## src/rtl/uart_tx.sv

```systemverilog
// UART transmitter: start bit, DBIT data bits LSB first, then 1 or 2 stop bits.
// Bit timing is taken from an external 16x oversampling tick.
module uart_tx #(
    parameter int DBIT    = 8,
    parameter int SB_TICK = 16
) (
    input  logic       clk,
    input  logic       reset_n,
    input  logic       s_tick,
    input  logic       snum,
    input  logic       tx_start,
    input  logic [7:0] d_tx,
    output logic       tx,
    output logic       tx_done,
    output logic       txing
);

    // state | meaning
    // IDLE  | line high, waiting for tx_start
    // START | start bit (low), 16 ticks
    // DATA  | shifting data bits out LSB first, 16 ticks each
    // STOP  | line high for 1 or 2 stop bits of SB_TICK ticks each
    typedef enum logic [1:0] {IDLE, START, DATA, STOP} state_t;

    localparam int              STW    = (SB_TICK > 1) ? $clog2(2 * SB_TICK) : 1;
    localparam logic [STW-1:0]  STOP1  = STW'(SB_TICK - 1);
    localparam logic [STW-1:0]  STOP2  = STW'(2 * SB_TICK - 1);
    localparam logic [2:0]      N_LAST = 3'(DBIT - 1);

    state_t         state;
    logic [3:0]     s_cnt;
    logic [2:0]     n;
    logic [7:0]     shift;
    logic [STW-1:0] stop_cnt;
    logic           snum_q;

    always_ff @(posedge clk or negedge reset_n) begin
        if (!reset_n) begin
            state    <= IDLE;
            s_cnt    <= '0;
            n        <= '0;
            shift    <= '0;
            stop_cnt <= '0;
            snum_q   <= 1'b0;
            tx       <= 1'b1;
            tx_done  <= 1'b0;
            txing    <= 1'b0;
        end else begin
            tx_done <= 1'b0;
            case (state)
                IDLE: begin
                    tx    <= 1'b1;
                    txing <= 1'b0;
                    if (tx_start) begin
                        shift  <= d_tx;
                        s_cnt  <= '0;
                        snum_q <= snum;
                        tx     <= 1'b0;
                        txing  <= 1'b1;
                        state  <= START;
                    end
                end
                START: begin
                    if (s_tick) begin
                        if (s_cnt == 4'd15) begin
                            s_cnt <= '0;
                            n     <= '0;
                            tx    <= shift[0];
                            state <= DATA;
                        end else begin
                            s_cnt <= s_cnt + 4'd1;
                        end
                    end
                end
                DATA: begin
                    if (s_tick) begin
                        if (s_cnt == 4'd15) begin
                            s_cnt <= '0;
                            shift <= shift >> 1;
                            // tx is registered, so it is loaded with the bit that shifts into place
                            if (n == N_LAST) begin
                                tx       <= 1'b1;
                                stop_cnt <= snum_q ? STOP2 : STOP1;
                                state    <= STOP;
                            end else begin
                                tx <= shift[1];
                                n  <= n + 3'd1;
                            end
                        end else begin
                            s_cnt <= s_cnt + 4'd1;
                        end
                    end
                end
                STOP: begin
                    if (s_tick) begin
                        if (stop_cnt == '0) begin
                            tx_done <= 1'b1;
                            txing   <= 1'b0;
                            state   <= IDLE;
                        end else begin
                            stop_cnt <= stop_cnt - 1'b1;
                        end
                    end
                end
                default: state <= IDLE;
            endcase
        end
    end

endmodule

```

## config.mk

```make
export PLATFORM = sky130hd
export DESIGN_NAME = uart_tx
export DESIGN_NICKNAME = d
export VERILOG_FILES = /design/src/rtl/uart_tx.sv
export SDC_FILE = /design/constraint.sdc
export NUM_CORES = 1
export LEC_CHECK = 0
export BUFFER_PORTS_ARGS = -buffer_cell sky130_fd_sc_hd__buf_4
export CAP_MARGIN = 20
export CORE_MARGIN = 2
export CORE_UTILIZATION = 45
export CTS_CLUSTER_DIAMETER = 60
export CTS_CLUSTER_SIZE = 16
export DETAILED_ROUTE_END_ITERATION = 6
export GPL_TIMING_DRIVEN = 0
export PLACE_DENSITY = 0.68
export SLEW_MARGIN = 20
export SYNTH_ARGS = -nofsm -noshare
export SYNTH_HDL_FRONTEND = slang
export SYNTH_SLANG_ARGS = --single-unit
```

## constraint.sdc

```tcl
create_clock -name clk -period 4.2 [get_ports clk]
set_clock_uncertainty 0.2 [all_clocks]
set_input_delay 0.42 -clock clk [delete_from_list [all_inputs] [get_ports clk]]
set_output_delay 0.42 -clock clk [all_outputs]
set_load 0.05 [all_outputs]
```

### After elaboration in Yosys (flattened, before gate mapping)

Index checks and enable logic that the tools add are counted.

* add/sub/neg operators: 3
* reductions and logical operators: 17
* equal/unequal tests: 16
* multiplexer cells: 44

Operators with widths (number)
* $mux 5: 6
* $mux 8: 3
* $ne 2x2->1 const B: 10
* $mux 2: 8
* $pmux 8 s2: 1
* $mux 3: 5
* $mux 1: 12
* $mux 4: 3
* $reduce_and 6->1: 2
* $pmux 5 s2: 1
* $reduce_bool 2->1: 5
* $pmux 2 s4: 1
* $pmux 4 s2: 1
* $reduce_and 8->1: 1
* $pmux 3 s2: 1
* $reduce_and 3->1: 2
* $logic_not 5->1: 1
* $reduce_and 5->1: 1
* $sub 5x1->5 const B: 1
* $add 4x1->4 const B: 1
* $eq 2x2->1 const B: 2
* $eq 4x4->1 const B: 1
* $reduce_and 4->1: 1
* $add 3x1->3 const B: 1
* 9 further kinds: 9

* word-level logic and storage cells: 89
* bits in registers: 26
* input port bits: 13
* output and inout port bits: 3

### Logic depth before layout (Yosys ltp)

* word-level depth: 5
* depth in mapped cells: 8

### Least setup slack after synthesis

No wires, ideal clock.

* path kind: register -> register
* start point: reg stop_cnt[0]
* end point: reg state[1]
* data required time: 3.875 ns
* library setup time: 0.125 ns
* setup slack: 2.251 ns
* cell stages (with the launch flop): 7
* clock period less this slack: 1.949 ns
* arrival: 1.623 ns
* path through: dfrtp_1 -> inv_1 -> ha_1 -> or4b_4 -> o21ai_2 -> o211ai_2 -> mux2_4

* cells in the longest elaborated chain, start to end: 3

RTL lines
* start: declaration: line 34 `logic [STW-1:0] stop_cnt;`
* start signal: assignment: line 83 `stop_cnt <= snum_q ? STOP2 : STOP1;`
* start signal: assignment: line 101 `stop_cnt <= stop_cnt - 1'b1;`
* $logic_not 5->1: line 96 `if (stop_cnt == '0) begin`
* $ne 2x2->1 (no source line)
* $reduce_and 8->1 (no source line)
* end signal: assignment: line 84 `state <= STOP;`
* end signal: assignment: line 99 `state <= IDLE;`
* end signal: assignment: line 105 `default: state <= IDLE;`
* end: declaration: line 30 `state_t state;`

No other way between the ends.
A chain may end at the register's enable or synchronous reset.

### Final worst setup path

* start point: reg state[0]
* end point: reg shift[6]

* cells in the longest elaborated chain, start to end: 3
* elaborated cells between the ends (all ways): 8
* those cells by class: eq/ne (4); mux (1); reduce/logical (3)

RTL lines
* start signal: assignment: line 39 `state <= IDLE;`
* start signal: assignment: line 60 `state <= START;`
* start signal: assignment: line 69 `state <= DATA;`
* $eq 2x2->1 or $logic_not 2->1 (tied branches): line 50 `case (state)`
* $ne 2x2->1 (no source line) or $reduce_bool 2->1 (tied branches)
* $reduce_and 4->1 (no source line)
* end signal: assignment: line 55 `shift <= d_tx;`
* end signal: assignment: line 79 `shift <= shift >> 1;`
* end: declaration: line 33 `logic [7:0] shift;`

Several ways; a longest one is shown, not always the timed one.

==> impl_metrics.yaml <==
placement:
  placed_area_mm2: 0.00168
  dp_slack_ns: 2.06
  gp_congestion: 0.793
  dp.cells: 224
  io_buffers: 15
  dp_hpwl_um: 2350
routing:
  drt.antenna.violating_nets: 0
  wl_per_cell_um: 13.7
  dr.pass1.iters: 4
  drt_first_iter_violations: 44
  num_vias: 1275
  routed_wl_um: 3140
  drc: 0
  via_per_inst: 5.57
critical_path:
  cp_slowest_stage_delay_ns: 0.43
  crit_slowest_cell: "dfrtp_1"
  critPathRequiredTime_ns: 4.26
  crit_type: "reg -> reg"
  worstSetupStartpointType: "flop"
  crit_chain: "inv_1 > ha_1 > buf_2 > mux2_2 > buf_2 > nand2_1 > o22ai_1 > a21oi_1"
  end_kind: "flop"
  critPathMaxFanout: 10
  crit_top_cell: "buf_2"
  cp.arrival_ns: 2.22
  regToRegStartpoint: "state[0]$_DFFE_PN0P_"
  cp-startpoint: "state[0]$_DFFE_PN0P_"
cts:
  postCtsResizedCells: 0
  cts-root-buf: "clkbuf_4"
  cts-htree-levels: 1
  cts_buffers: 3
  path_clk_slew_ns: 0.14
  clock_sinks: 26
  post_cts_buffers: 0
  cts_max_path_buffers: 2
  insertion_delay_ns: 0.32
  tritoncts: "yes"
sta:
  min_period_ns: 2.16
  max_clock_freq_ghz: 0.462
  drv_slew: 0
  fin_ws_ns: 2.04
  worst_slew_pin_slew_ns: 0.499
  hold_viol: 0
  holdWs_ns: 0.113
  rsz0062_at_grt: "no"
  maxSlewHeadroom_pct: 66.6
  post-route-period-util_pct: 51.5
  tns_ns: 0
  final-setup-viol-count: 0
global_routing:
  grt_pass1_wl_um: 5040
  grt.overflow.total: 0
  antenna_found_initial: 0
  grt_max_degree: 27
  globalRouteTotalUtil_pct: 17.6
  grt_pass1_vias: 1132
synth:
  synth-edff-count: 0
  netlist_area_mm2: 0.00151
  synth_nets: 184
  syn_inst: 163
  synth.distinct_cells: 36
  async_flop_share_pct: 100
  synth.largest_area_cell: "dfrtp_1"
  synthTopCellsByArea: "dfrtp_1, ha_1, a21oi_1"
  ys.flop_type: "dfrtp_1"
  ys_seq_area_share_pct: 43.1
  yosysWarnings: 0
  synth_top_area_share_pct: 41.4
  syn_area_per_cell_um2: 9.27
  synth-seq-cells: 26
flow_run:
  drv_cap: 0
die:
  io_pins: 16
  fp.dieH_um: 62.0
  dieArea_mm2: 0.00384
  fp-row-count: 21
  die_x_um: 62.0
  coreArea_mm2: 0.00328
  start_util_pct: 46.0
hold_path:
  hp-start: "snum"
  min_path_type: "in -> reg"
layout:
  synthToLayoutAreaGrowth_pct: 14.3
  final_cell_count_no_fill: 229
  final_core_utilization_pct: 52.6
  antenna_cells: 0
  final_cell_area_mm2: 0.00173
  nNetsFinal: 205
  drive_gt1_share_pct: 18.0
power_and_ir_drop:
  p_leak_nw: 0.765
  peakVddDrop_uv: 256
  powerDensity_mw_per_mm2: 696
  p_total_mw: 1.20
outcome:
  status: "finished, final reports clean"
-- layer usage --
metal / GRT usage [%] / wire (µm) / vias to the layer above
li1: - / - / 637
met3: 3.11 / 82 / 4
met1: 23.9 / 1440 / 617
met4: 4.56 / 26 / 0
met5: 0 / 0 / -
met2: 29.0 / 1590 / 17
-- final timing paths --
path	to	slack, ns	cells past startpoint
worst max register to register	shift[6]$_DFFE_PN0P_	2.04	8
worst min register to register	stop_cnt[0]$_DFFE_PN0P_	0.32	1
worst max-delay path	shift[6]$_DFFE_PN0P_	2.04	8
min in group asynchronous	s_cnt[2]$_DFFE_PN0P_	0.32	2
worst min-delay path	snum_q$_DFFE_PN0P_	0.11	2
max in group asynchronous	tx$_DFFE_PN1P_	3.18	2
-- power breakdown --
group / internal, mW / switching, mW / total [mW]
combinational: 0.273 / 0.348 / 0.621
clock: 0.0531 / 0.0756 / 0.129
sequential: 0.358 / 0.0951 / 0.453
total: 0.684 / 0.519 / 1.20
-- registers in the layout, indices dropped and copies added (netlist names) --
signal    flops
snum_q        1
shift         8
tx_done       1
n             3
s_cnt         4
state         2
txing         1
tx            1
stop_cnt      5
-- worst max-delay path: cells and delay by family (launching register included) --
family	cells	cell delay, ns
DFF	1	0.43
AOI/OAI and AO/OA	2	0.30
adders and majority gates	1	0.15
buffers and inverters	3	0.46
and+or+nand+nor	1	0.20
muxes	1	0.36
-- cell type report --
type / instances / area [µm²]
Multi-Input combinational cell: 119 / 787
Timing Repair Buffer: 16 / 123
Tap cell: 46 / 57.6
Buffer: 10 / 42.5
Fill cell: 321 / 1560
Sequential cell: 26 / 652
Clock buffer: 4 / 36.3
Inverter: 8 / 30.0
-- placed cells by master, fill, tap and decap left out, types with 4 or more instances in the layout --
cell and instances:
dfrtp_1 25, ha_1 8, nand2b_1 4, nand3b_1 4
o21ai_0 14, buf_2 4, nand2_1 17, a21oi_1 15
a22o_1 6, clkbuf_1 6, buf_4 15, nand3_1 4
nor2_1 5, inv_1 8, o22ai_1 12
-- synth_stat cells, types with 2 or more instances --
cell / n
nor2_1: 5
o21ai_0: 14
nand2_1: 17
clkbuf_1: 6
mux2_2: 3
nand3_1: 4
nor3_1: 3
nor4b_1: 2
nor2b_1: 2
nand2b_1: 4
inv_1: 8
mux2i_1: 2
nand4_1: 2
nand3b_1: 4
dfrtp_1: 25
buf_2: 4
o22ai_1: 12
ha_1: 8
o211ai_1: 2
a22o_1: 6
a21oi_1: 15
-- what timing repair did --
action                     CTS  global route
setup endpoints to repair    0             0
hold endpoints to repair    25             0
hold buffers                 1             0
-- cells by family after synthesis --
logic type,Yosys count,synth area share (%)
adder cells (fa/ha/maj),8,6.62
AO/OA/AOI/OAI,59,24.8
AND/OR/NAND/NOR,46,16.1
flip-flops,26,43.1
buffers and inverters,18,4.80
multiplexers,6,4.55
No activity file was read; power rests on OpenSTA's default activity.
